File: config.mk
export PLATFORM = sky130hd
export DESIGN_NAME = mbist_mem_scheduler
export DESIGN_NICKNAME = d
export VERILOG_FILES = /design/src/rtl/mbist_mem_scheduler_pkg.sv /design/src/rtl/mbist_sched_wdog.sv /design/src/rtl/mbist_mem_scheduler.sv
export SDC_FILE = /design/constraint.sdc
export NUM_CORES = 1
export LEC_CHECK = 0
export ABC_AREA = 0
export CAP_MARGIN = 20
export CORE_ASPECT_RATIO = 0.8
export CORE_MARGIN = 4
export CORE_UTILIZATION = 27
export CTS_CLUSTER_SIZE = 24
export DETAILED_ROUTE_END_ITERATION = 12
export SYNTH_ARGS = -nofsm -noshare
export SYNTH_HDL_FRONTEND = slang
export SYNTH_SLANG_ARGS = --single-unit
File: constraint.sdc
create_clock -name clk -period 2 [get_ports clk]
set_input_delay 0.6 -clock clk [delete_from_list [all_inputs] [get_ports clk]]
set_output_delay 0.6 -clock clk [all_outputs]
set_load 0.02 [all_outputs]
File: src/rtl/mbist_mem_scheduler_pkg.sv
// Shared types and defaults for the MBIST memory scheduler.
// Holds the FSM state encoding and the index-width helper used by the top and the watchdog.
package mbist_mem_scheduler_pkg;

    localparam int MEM_NUM_DEFAULT = 4;

    // Width needed to hold values 0..n-1; never narrower than one bit.
    function automatic int idx_width(input int n);
        return (n > 1) ? $clog2(n) : 1;
    endfunction

    localparam int MEM_IDX_W_DEFAULT = idx_width(MEM_NUM_DEFAULT);

    typedef enum logic [2:0] {
        ST_IDLE,
        ST_SCAN,
        ST_SETTLE,
        ST_KICK,
        ST_WAIT,
        ST_FINISH
    } sched_state_t;

endpackage

File: src/rtl/mbist_sched_wdog.sv
// WAIT-state watchdog for the MBIST scheduler.
// It is instantiated only when MBIST_TIMEOUT_EN is defined.
module mbist_sched_wdog
    import mbist_mem_scheduler_pkg::*;
#(
    parameter int TIMEOUT_CYC = 64
) (
    input  logic clk,
    input  logic rst,
    input  logic clear,
    input  logic run,
    output logic expired
);

    localparam int CNT_W = idx_width(TIMEOUT_CYC);

    logic [CNT_W-1:0] cnt;

    // The count parks on the last value once expired, so it cannot wrap before the next clear.
    always_ff @(posedge clk or posedge rst) begin
        if (rst) begin
            cnt <= '0;
        end else if (clear) begin
            cnt <= '0;
        end else if (run && !expired) begin
            cnt <= cnt + CNT_W'(1);
        end
    end

    assign expired = run && (cnt == CNT_W'(TIMEOUT_CYC - 1));

endmodule

File: src/rtl/mbist_mem_scheduler.sv
// Sequences one pmbist engine across MEM_NUM memory collars and builds a per-memory pass/fail map.
// Define MBIST_TIMEOUT_EN to add the WAIT watchdog and the timeout_map reporting.
module mbist_mem_scheduler
    import mbist_mem_scheduler_pkg::*;
#(
    parameter int MEM_NUM     = MEM_NUM_DEFAULT,
    parameter int SETTLE_CYC  = 2,
    parameter int TIMEOUT_CYC = 64,
    localparam int MEM_IDX_W  = idx_width(MEM_NUM)
) (
    input  logic                 clk,
    input  logic                 rst,
    input  logic                 start,
    input  logic                 abort,
    input  logic [MEM_NUM-1:0]   mem_en,
    output logic                 eng_start,
    input  logic                 eng_done,
    input  logic [MEM_NUM-1:0]   fail_flags,
    output logic [MEM_NUM-1:0]   mem_sel,
    output logic                 mbist_run,
    output logic [MEM_IDX_W-1:0] cur_idx,
    output logic                 busy,
    output logic                 done,
    output logic [MEM_NUM-1:0]   fail_map,
    output logic [MEM_NUM-1:0]   timeout_map
);

    localparam int SET_W = idx_width(SETTLE_CYC);

    sched_state_t         state;
    sched_state_t         next_state;
    logic [MEM_IDX_W-1:0] idx;
    logic [SET_W-1:0]     settle_cnt;
    logic [MEM_NUM-1:0]   mem_en_q;
    logic                 last_idx;
    logic                 settle_last;
    logic                 timed_out;
    logic                 wait_exit;

    assign last_idx    = (idx == MEM_IDX_W'(MEM_NUM - 1));
    assign settle_last = (settle_cnt == SET_W'(SETTLE_CYC - 1));

`ifdef MBIST_TIMEOUT_EN
    logic wdog_clear;
    logic wdog_run;

    assign wdog_clear = (state == ST_KICK);
    assign wdog_run   = (state == ST_WAIT);

    mbist_sched_wdog #(
        .TIMEOUT_CYC(TIMEOUT_CYC)
    ) u_wdog (
        .clk    (clk),
        .rst    (rst),
        .clear  (wdog_clear),
        .run    (wdog_run),
        .expired(timed_out)
    );

    always_ff @(posedge clk or posedge rst) begin
        if (rst) begin
            timeout_map <= '0;
        end else if (state == ST_IDLE && start && !abort) begin
            timeout_map <= '0;
        end else if (state == ST_WAIT && wait_exit && !abort) begin
            timeout_map[idx] <= timed_out;
        end
    end
`else
    logic unused_timeout_cfg;

    assign unused_timeout_cfg = ^TIMEOUT_CYC;
    assign timed_out          = 1'b0;
    assign timeout_map        = '0;
`endif

    assign wait_exit = eng_done || timed_out;

    always_ff @(posedge clk or posedge rst) begin
        if (rst) begin
            state <= ST_IDLE;
        end else begin
            state <= next_state;
        end
    end

    // abort overrides every transition, including a same-cycle eng_done in WAIT.
    always_comb begin
        next_state = state;
        case (state)
            ST_IDLE:   if (start) next_state = ST_SCAN;
            ST_SCAN: begin
                if (mem_en_q[idx]) begin
                    next_state = ST_SETTLE;
                end else if (last_idx) begin
                    next_state = ST_FINISH;
                end
            end
            ST_SETTLE: if (settle_last) next_state = ST_KICK;
            ST_KICK:   next_state = ST_WAIT;
            ST_WAIT: begin
                if (wait_exit) begin
                    next_state = last_idx ? ST_FINISH : ST_SCAN;
                end
            end
            ST_FINISH: next_state = ST_IDLE;
            default:   next_state = ST_IDLE;
        endcase
        if (abort) begin
            next_state = ST_IDLE;
        end
    end

    always_ff @(posedge clk or posedge rst) begin
        if (rst) begin
            idx        <= '0;
            settle_cnt <= '0;
            mem_en_q   <= '0;
            fail_map   <= '0;
        end else if (abort) begin
            idx        <= '0;
            settle_cnt <= '0;
        end else begin
            case (state)
                ST_IDLE: begin
                    if (start) begin
                        idx      <= '0;
                        mem_en_q <= mem_en;
                        fail_map <= '0;
                    end
                end
                ST_SCAN: begin
                    settle_cnt <= '0;
                    if (!mem_en_q[idx] && !last_idx) begin
                        idx <= idx + MEM_IDX_W'(1);
                    end
                end
                ST_SETTLE: settle_cnt <= settle_cnt + SET_W'(1);
                ST_WAIT: begin
                    if (wait_exit) begin
                        fail_map[idx] <= fail_flags[idx] || timed_out;
                        if (!last_idx) begin
                            idx <= idx + MEM_IDX_W'(1);
                        end
                    end
                end
                ST_FINISH: idx <= '0;
                default: ;
            endcase
        end
    end

    always_comb begin
        mem_sel   = '0;
        mbist_run = 1'b0;
        eng_start = 1'b0;
        busy      = (state != ST_IDLE);
        done      = (state == ST_FINISH);
        if (state == ST_SETTLE || state == ST_KICK || state == ST_WAIT) begin
            mem_sel   = MEM_NUM'(1) << idx;
            mbist_run = 1'b1;
        end
        if (state == ST_KICK) begin
            eng_start = 1'b1;
        end
    end

    assign cur_idx = idx;

endmodule
==> run_results.csv, run 1 <==
group,metric,value,unit
floorplan,die_h,61.12,um
drt,detail-route-antenna-nets,0,
synthesis,netlist_instances,98,
cells_and_area,fillerInstances,320,
grt,grt_usage,11.23,%
clock_tree,post_cts_buffers,0,
grt,grt_pass1_wl,3898,um
clock_tree,cts_buffer_depth,2,
cells_and_area,diodes,0,
run,drv_cap,0,
floorplan,core,0.003243,mm^2
cells_and_area,multi_input_area,545.5,um^2
floorplan,fp-row-count,18,
timing,slew_viol_final,0,
place,placed_area,0.001340,mm^2
drt,detail_route.first_pass.iterations,4,
timing,worstMarginPinSlew,0.5894,ns
worst_setup_path,reg2regPathDepth,6,
worst_hold_path,whs_endpoint,"mem_en_q[2]$_DFFE_PP0P_",
synthesis,ys_ff_latch,14,
grt,overflow,0,
drt,vias_per_cell,4.893,
worst_setup_path,path_class,"reg -> out",
clock_tree,clk_pin_slew,0.06,ns
place,gp_congestion,0.8896,
timing,final_hold_viol_count,0,
worst_setup_path,rrSetupSlack,0.21,ns
cells_and_area,drive_above_1_share,27.54,%
synthesis,synth-main-ff-cell,"dfrtp_1",
grt,grt_pass1_vias,849,
timing,period_minus_slack,1.929,ns
grt,grt_max_degree,15,
synthesis,ys_types,35,
drt,drc,0,
drt,wl_per_cell,13.43,um
grt,antenna_found_initial,0,
timing,fmax,0.5184,GHz
power_and_ir_drop,total_power,1884,uW
synthesis,netlist_area,952.2,um^2
synthesis,seq_area_frac_synth,36.79,%
clock_tree,clockRootBuffer,"clkbuf_8",
power_and_ir_drop,p_per_area,1365,mW/mm^2
cells_and_area,final_area,0.001380,mm^2
cells_and_area,finish.net_count,157,
drt,drtIter0Drc,31,
clock_tree,cts_tree,"built",
cells_and_area,layout_common_cells,"buf_4 (17), clkdlybuf4s50_1 (16), dfrtp_1 (13)",
timing,finalClockSkew,0.004599,ns
place,io_buffers,26,
cells_and_area,layout.cells.most_common,"buf_4",
power_and_ir_drop,ir_worst_vdd,0.0004737,V
floorplan,io_pins,31,
worst_setup_path,end_kind,"primary output",
cells_and_area,seq_area,351.6,um^2
floorplan,dieWidth,74.40,um
clock_tree,h-tree-depth,1,
worst_hold_path,holdCritStartpoint,"mem_en_q[2]$_DFFE_PP0P_",
worst_setup_path,worstReg2RegStart,"state[2]$_DFFE_PP0P_",
clock_tree,clock_latency,0.24,ns
timing,finalSetupViolations,0,
outcome,run_status,"completed",
place,hpwl,1914,um
clock_tree,cts_sinks,14,
synthesis,yosysWarnings,0,
synthesis,postSynthAreaPerCell,9.716,um^2
drt,drt_wl_total,2391,um
drt,via_count,871,
worst_hold_path,hold_class,"reg -> reg",
timing,rsz0062_at_grt,"false",
floorplan,initial_core_util,29.36,%
power_and_ir_drop,p_leak,0.0006563,uW
worst_hold_path,holdPathStages,1,
timing,slew_headroom,60.66,%
worst_setup_path,crit_path_start_kind,"flop",
clock_tree,cts_hold_buf,0,
worst_setup_path,worstReg2RegEnd,"cur_idx[1]$_DFFE_PP0P_",
cells_and_area,area_growth,44.94,%
floorplan,dieArea,0.004547,mm^2
worst_setup_path,arrival,1.33,ns
worst_setup_path,crit_fanout,5,
worst_setup_path,required,1.40,ns
synthesis,async_flop_share,100.0,%
clock_tree,cts_buffers,3,
synthesis,synth_edf_count,0,
timing,finalCritPeriodShare,96.44,%
## worst max-delay path: stages (launching register included)
cell and delay [ns]:
dfrtp_2 0.44, nor2_4 0.14, mux2i_4 0.10, nor2b_1 0.12, clkdlybuf4s15_2 0.27
## through the flow
step           std cells  util (%)   TNS [ns]  setup WS (ns)  hold WS, ns
6_report             178     42.55          0        0.07112       0.5017
5_1_grt              178     42.55          0       0.006384       0.5217
4_1_cts              178     42.79  -0.003148      -0.003148       0.5094
3_5_place_dp         175     41.32    -0.5202       -0.08803       0.4965
3_3_place_gp         175     41.32    -0.3826       -0.06143       0.4877
2_1_floorplan        101         -          0         0.2023       0.4751
## area by class of cell
| class | count | area share, % |
|---|---|---|
| multi-input combinational | 71 | 39.53 |
| timing repair buffer | 43 | 26.47 |
| sequential | 14 | 25.48 |
| tap | 40 | 3.626 |
| clock buffer | 3 | 2.992 |
| inverter | 7 | 1.904 |
## power by group
group	internal (uW)	total [uW]	switching [uW]
combinational	579	1190	606
clock	133	230	96.5
sequential	387	469	81.9
total	1100	1880	785
## repair_timing
| item | in CTS | in global routing |
|---|---|---|
| endpoints found under the setup margin | 9 | 9 |
| hold endpoints to repair | 0 | 0 |
| resized for setup | 20 | 12 |
## registers in the layout, summed over array words and instances, names as in the netlist
signal and count:
fail_map 4, state 3, settle_cnt 1, mem_en_q 4
cur_idx 2
## worst max-delay path by stage
stage                            from                 endpoint  slack, ns  cells past startpoint
5_1_grt          state[1]$_DFFE_PP0P_                     busy      0.006                      4
4_1_cts          state[1]$_DFFE_PP0P_                     done     -0.003                      3
3_3_place_gp                    abort  mem_en_q[0]$_DFFE_PP0P_      -0.06                      4
2_1_floorplan  cur_idx[0]$_DFFE_PP0P_               mem_sel[3]       0.20                      2
6_report         state[1]$_DFFE_PP0P_               mem_sel[2]       0.07                      4
3_5_place_dp     state[1]$_DFFE_PP0P_               mem_sel[3]      -0.09                      4
## synthesized netlist by cell type, types with 4 or more instances
| cell type | n | area, um^2 |
|---|---|---|
| mux2i_1 | 4 | 40.04 |
| nor2b_1 | 5 | 31.28 |
| inv_1 | 7 | 26.28 |
| dfrtp_1 | 14 | 350.3 |
| buf_4 | 4 | 30.03 |
| nor3_1 | 5 | 25.02 |
| mux2_2 | 5 | 56.30 |
| nor2_1 | 8 | 30.03 |
| o21ai_0 | 4 | 20.02 |
| nand2_1 | 4 | 15.01 |
| ha_1 | 4 | 50.05 |
## cell families after synthesis
group | count (synthesis) | synth area share [%]
simple gates | 35 | 20.89
compound gates | 16 | 11.30
buf+inv | 16 | 9.198
flops | 14 | 36.79
mux | 11 | 15.24
fa+ha+maj | 4 | 5.256
other cells | 1 | 0.3938
xor+xnor | 1 | 0.9200
## metal layers
metal	vias to the layer above	GRT usage, %	share of wire (%)
li1	420	-	-
met1	420	14.23	44
met2	31	18.27	48
met3	0	5.057	8.6
met4	0	1.523	0
met5	-	0	0
Power figures use the tool's default switching activity.
==> inputs of run 2 (changes only) <==
--- a/config.mk
+++ b/config.mk
@@ -6,12 +6,14 @@
 export NUM_CORES = 1
 export LEC_CHECK = 0
 export ABC_AREA = 0
+export ABC_CLOCK_PERIOD_IN_PS = 2000
 export CAP_MARGIN = 20
 export CORE_ASPECT_RATIO = 0.8
 export CORE_MARGIN = 4
 export CORE_UTILIZATION = 27
 export CTS_CLUSTER_SIZE = 24
 export DETAILED_ROUTE_END_ITERATION = 12
+export SETUP_SLACK_MARGIN = 0.1
 export SYNTH_ARGS = -nofsm -noshare
 export SYNTH_HDL_FRONTEND = slang
 export SYNTH_SLANG_ARGS = --single-unit
==> run 2 against run 1 <==
  * Utilization up 0.23 points
  * Sequential share of layout area down 0.14 points
  * Clock-buffer cell count unchanged
  * Die area unchanged
  * Largest cell class unchanged
==> run_results.csv, run 2 (synthesized netlist as in run 1, its figures left out) <==
group,metric,value,unit
drt,via_count,866,
floorplan,io_pins,31,
timing,finalClockSkew,0.004555,ns
place,gp_congestion,0.8896,
floorplan,initial_core_util,29.36,%
worst_setup_path,cp_top_family,"flip-flops",
worst_setup_path,slowest_stage,"dfrtp_1",
grt,grt_max_degree,15,
timing,rsz0062_at_grt,"true",
grt,antenna_found_initial,0,
power_and_ir_drop,ir_worst_vdd,0.0004833,V
cells_and_area,finish.net_count,157,
place,io_buffers,26,
floorplan,core,0.003243,mm^2
drt,detail-route-antenna-nets,0,
timing,slew_viol_final,0,
drt,drt_wl_total,2396,um
cells_and_area,drive_above_1_share,31.88,%
grt,grt_pass1_vias,844,
clock_tree,h-tree-depth,1,
clock_tree,clk_pin_slew,0.06,ns
floorplan,dieArea,0.004547,mm^2
cells_and_area,layout_common_cells,"buf_4 (21), clkdlybuf4s50_1 (16), dfrtp_1 (13)",
timing,worstMarginPinSlew,0.5896,ns
timing,fmax,0.5238,GHz
run,drv_cap,0,
worst_setup_path,end_kind,"primary output",
worst_setup_path,cp.buffers_inverters,2,
grt,grt_util_met3,5.220,%
timing,tns,0,ns
place,hpwl,1914,um
grt,grtUsageMet1,14.33,%
timing,slew_headroom,60.65,%
drt,vias_per_cell,4.865,
timing,final_hold_viol_count,0,
worst_setup_path,critical_path.cell_chain,"mux2i_4, inv_1, clkdlybuf4s15_1",
floorplan,dieWidth,74.40,um
cells_and_area,area_growth,45.73,%
drt,detail_route.first_pass.iterations,4,
timing,period_minus_slack,1.909,ns
worst_setup_path,required,1.40,ns
cells_and_area,top_regs,"fail_map: 4 flops, mem_en_q: 4 flops, state: 3 flops",
clock_tree,clockRootBuffer,"clkbuf_8",
clock_tree,cts_tree,"built",
grt,grt_pass1_wl,3891,um
clock_tree,clock_latency,0.24,ns
worst_setup_path,path_class,"reg -> out",
floorplan,fp-row-count,18,
grt,top_usage_layer,"met2",
floorplan,die_h,61.12,um
worst_hold_path,hold_class,"reg -> reg",
worst_setup_path,max_stage_delay,0.41,ns
cells_and_area,diodes,0,
grt,grt_usage,11.23,%
clock_tree,cts_hold_buf,0,
grt,met2_usage,18.02,%
outcome,run_status,"completed",
timing,finalSetupViolations,0,
drt,wl_per_cell,13.46,um
power_and_ir_drop,p_per_area,1363,mW/mm^2
clock_tree,cts_sinks,14,
worst_setup_path,crit_path_start_kind,"flop",
cells_and_area,layout.cells.most_common,"buf_4",
grt,overflow,0,
worst_setup_path,crit_fanout,5,
place,placed_area,0.001340,mm^2
cells_and_area,final_area,0.001388,mm^2
clock_tree,cts_buffers,3,
place,dp_slack,-0.08803,ns
worst_setup_path,arrival,1.31,ns
power_and_ir_drop,p_leak,0.0006430,uW
drt,drtIter0Drc,34,
clock_tree,cts_buffer_depth,2,
drt,drc,0,
timing,timing.final.ws_setup,0.09100,ns
timing,finalCritPeriodShare,95.45,%
run 2: routing by layer:
layer / routed length (um) / vias up
met1: 1046 / 417
met4: 0 / 0
li1: - / 418
met2: 1134 / 31
met5: 0 / -
met3: 215 / 0
run 2: final timing paths:
kind | depth (start not counted) | endpoint | from | slack [ns]
hold / removal | 1 | mem_en_q[2]$_DFFE_PP0P_ | mem_en_q[2]$_DFFE_PP0P_ | 0.50
hold reg to reg | 1 | mem_en_q[2]$_DFFE_PP0P_ | mem_en_q[2]$_DFFE_PP0P_ | 0.50
setup / recovery | 3 | mbist_run | state[2]$_DFFE_PP0P_ | 0.09
min in group asynchronous | 2 | fail_map[1]$_DFFE_PP0P_ | rst | 0.72
setup reg to reg | 6 | cur_idx[1]$_DFFE_PP0P_ | state[2]$_DFFE_PP0P_ | 0.20
max in group asynchronous | 2 | state[1]$_DFFE_PP0P_ | rst | 0.86
run 2: final cells by class:
| type | count | area [um^2] |
|---|---|---|
| clock buffer | 3 | 41.29 |
| fill | 324 | 1856 |
| inverter | 7 | 26.28 |
| multi-input combinational | 71 | 551.8 |
| sequential | 14 | 351.6 |
| tap | 40 | 50.05 |
| timing repair buffer | 43 | 366.6 |
run 2: metrics by stage:
step / hold WS (ns) / utilization [%] / std cells / total power (uW)
2_1_floorplan: 0.4751 / - / 101 / 1187
3_3_place_gp: 0.4877 / 41.32 / 175 / 1630
3_5_place_dp: 0.4965 / 41.32 / 175 / 1651
4_1_cts: 0.5094 / 41.98 / 178 / 1857
5_1_grt: 0.5217 / 42.79 / 178 / 2046
6_report: 0.5017 / 42.79 / 178 / 1892
run 2: power breakdown:
group / internal (uW) / switching (uW)
Combinational: 582 / 610
Clock: 133 / 95.9
Sequential: 387 / 83.3
Total: 1100 / 789
run 2: repair_timing:
action                                  CTS  global route
endpoints found under the setup margin   10             7
gates resized for setup                  31            17
pin swaps                                 0             0
buffers inserted                          0             1
==> inputs of run 3 (changes only) <==
--- a/config.mk
+++ b/config.mk
@@ -6,13 +6,14 @@
 export NUM_CORES = 1
 export LEC_CHECK = 0
 export ABC_AREA = 0
-export ABC_CLOCK_PERIOD_IN_PS = 2000
+export ABC_CLOCK_PERIOD_IN_PS = 2300
 export CAP_MARGIN = 20
 export CORE_ASPECT_RATIO = 0.8
 export CORE_MARGIN = 4
-export CORE_UTILIZATION = 27
+export CORE_UTILIZATION = 48
 export CTS_CLUSTER_SIZE = 24
 export DETAILED_ROUTE_END_ITERATION = 12
+export PLACE_DENSITY = 0.83
 export SETUP_SLACK_MARGIN = 0.1
 export SYNTH_ARGS = -nofsm -noshare
 export SYNTH_HDL_FRONTEND = slang
==> constraint.sdc (replaced) <==
create_clock -name clk -period 2.3 [get_ports clk]
set_input_delay 0.69 -clock clk [delete_from_list [all_inputs] [get_ports clk]]
set_output_delay 0.69 -clock clk [all_outputs]
set_load 0.02 [all_outputs]
==> run 3 against run 2 <==
  * Die area down 39%
  * Sequential share of layout area up 2.0 points
  * Register-to-register slack better by 0.34 ns
  * Clock-buffer cell count unchanged
  * Cell count down 13%
  * Utilization up 26 points
  * Sequential power down 11%
  * Setup slack better by 0.033 ns
  * Clock skew up 0.0069 ns
  * Largest cell class unchanged
==> run_results.csv, run 3 (synthesized netlist as in run 1, its figures left out) <==
group,metric,value,unit
outcome,run_status,"completed",
drt,via_count,836,
grt,grt_usage,19.32,%
power_and_ir_drop,seqPwrFrac,27.5,%
clock_tree,h-tree-depth,1,
floorplan,core,0.001874,mm^2
timing,period_minus_slack,2.176,ns
run,drv_cap,0,
drt,wl_per_cell,15.58,um
drt,drc,0,
drt,drtIter0Drc,14,
timing,slew_headroom,63.71,%
worst_hold_path,hold_class,"reg -> reg",
grt,met2_usage,30.86,%
timing,slew_viol_final,0,
grt,overflow,0,
drt,vias_per_cell,5.429,
drt,drt_wl_total,2400,um
cells_and_area,drive_above_1_share,20.00,%
timing,fmax,0.4595,GHz
power_and_ir_drop,p_sw_share,44.18,%
clock_tree,clockRootBuffer,"clkbuf_4",
timing,final_hold_viol_count,0,
worst_setup_path,crit_path_start_kind,"flop",
clock_tree,cts_buffers,3,
floorplan,dieArea,0.002765,mm^2
worst_setup_path,arrival,1.49,ns
cells_and_area,final_area,0.001284,mm^2
clock_tree,clk_pin_slew,0.07,ns
power_and_ir_drop,p_leak,0.0005959,uW
floorplan,die_h,47.84,um
clock_tree,post_cts_buffers,0,
cells_and_area,finish.net_count,149,
place,gp_congestion,0.9033,
clock_tree,cts_buffer_depth,2,
grt,top_usage_layer,"met2",
cells_and_area,layout_common_cells,"clkdlybuf4s50_1 (18), dfrtp_1 (13), buf_4 (9)",
clock_tree,cts_tree,"built",
grt,grt_pass1_wl,3864,um
worst_setup_path,required,1.61,ns
clock_tree,cts_hold_buf,0,
worst_setup_path,max_stage_delay,0.45,ns
power_and_ir_drop,p_switching,672.2,uW
grt,grt_max_degree,15,
worst_setup_path,slowest_stage,"dfrtp_1",
timing,finalSetupViolations,0,
worst_setup_path,crit_fanout,6,
power_and_ir_drop,p_comb_share,63.6,%
timing,finalClockSkew,0.01143,ns
grt,grtUsageMet1,24.67,%
cells_and_area,layout.cells.most_common,"clkdlybuf4s50_1",
floorplan,initial_core_util,50.80,%
cells_and_area,fillerInstances,155,
worst_setup_path,path_class,"reg -> out",
grt,grt_pass1_vias,809,
power_and_ir_drop,p_per_area,1185,mW/mm^2
place,placed_area,0.001260,mm^2
worst_setup_path,cp.buffers_inverters,2,
drt,detail_route.first_pass.iterations,5,
worst_setup_path,critical_path.cell_chain,"inv_1, ha_1, nor2b_1, clkdlybuf4s15_1",
timing,tns,0,ns
timing,rsz0062_at_grt,"true",
cells_and_area,top_regs,"fail_map: 4 flops, mem_en_q: 4 flops, state: 3 flops",
cells_and_area,area_growth,34.82,%
worst_setup_path,cp_top_family,"flip-flops",
floorplan,fp-row-count,14,
grt,grt_util_met3,5.391,%
power_and_ir_drop,clkPwrFrac,9.0,%
place,io_buffers,26,
clock_tree,cts_sinks,14,
power_and_ir_drop,internal_power,849.2,uW
cells_and_area,diodes,0,
drt,detail-route-antenna-nets,0,
grt,antenna_found_initial,0,
floorplan,dieWidth,57.80,um
clock_tree,clock_latency,0.28,ns
timing,finalCritPeriodShare,94.62,%
power_and_ir_drop,ir_worst_vdd,0.0006924,V
timing,worstMarginPinSlew,0.5437,ns
place,hpwl,1879,um
worst_setup_path,end_kind,"primary output",
floorplan,io_pins,31,
## run 3: timing repair
item | 4_1_cts | 5_1_grt
pin swaps | 0 | 1
setup endpoints to repair | 8 | 7
gates resized for setup | 10 | 8
## run 3: routing by layer
layer	up-vias	part of all wire (%)
li1	402	-
met1	391	42
met2	35	48
met3	8	6.7
met4	0	2.5
met5	-	0
## run 3: worst paths after layout
check	from	to	slack, ns	depth (start not counted)
max	cur_idx[1]$_DFFE_PP0P_	mem_sel[1]	0.12	4
min	mem_en_q[1]$_DFFE_PP0P_	mem_en_q[1]$_DFFE_PP0P_	0.51	1
max reg2reg	cur_idx[0]$_DFFE_PP0P_	cur_idx[1]$_DFFE_PP0P_	0.54	5
min reg2reg	mem_en_q[1]$_DFFE_PP0P_	mem_en_q[1]$_DFFE_PP0P_	0.51	1
max in group asynchronous	rst	state[2]$_DFFE_PP0P_	1.17	2
min in group asynchronous	rst	mem_en_q[0]$_DFFE_PP0P_	0.74	2
## run 3: power by group through the flow
stage               Clock (uW)  Sequential, uW  Combinational (uW)
floorplan                    0             428                 605
global placement             0             400                 943
detailed placement           0             408                 979
CTS                        140             407                 952
global route               153             429                1050
finish                     136             418                 967
## run 3: area by class of cell
class / count / area, um^2 / area share [%]
multi-input cells: 71 / 540.5 / 42.11
flip-flops and latches: 14 / 351.6 / 27.39
repair buffers: 35 / 312.8 / 24.37
well taps: 24 / 30.03 / 2.339
inverters: 7 / 26.28 / 2.047
clock buffers: 3 / 22.52 / 1.754
## run 3: stage by stage
| step | std cells | hold WS (ns) | utilization (%) | setup slack, ns | power [uW] |
|---|---|---|---|---|---|
| after floorplan | 101 | 0.4751 | - | 0.4123 | 1033 |
| after global placement | 151 | 0.4916 | 67.22 | 0.1464 | 1343 |
| after detailed placement | 151 | 0.4989 | 67.22 | 0.1106 | 1386 |
| after CTS | 154 | 0.5153 | 68.16 | 0.09016 | 1499 |
| after global routing | 154 | 0.5449 | 68.49 | 0.02714 | 1637 |
| final | 154 | 0.5142 | 68.49 | 0.1236 | 1521 |
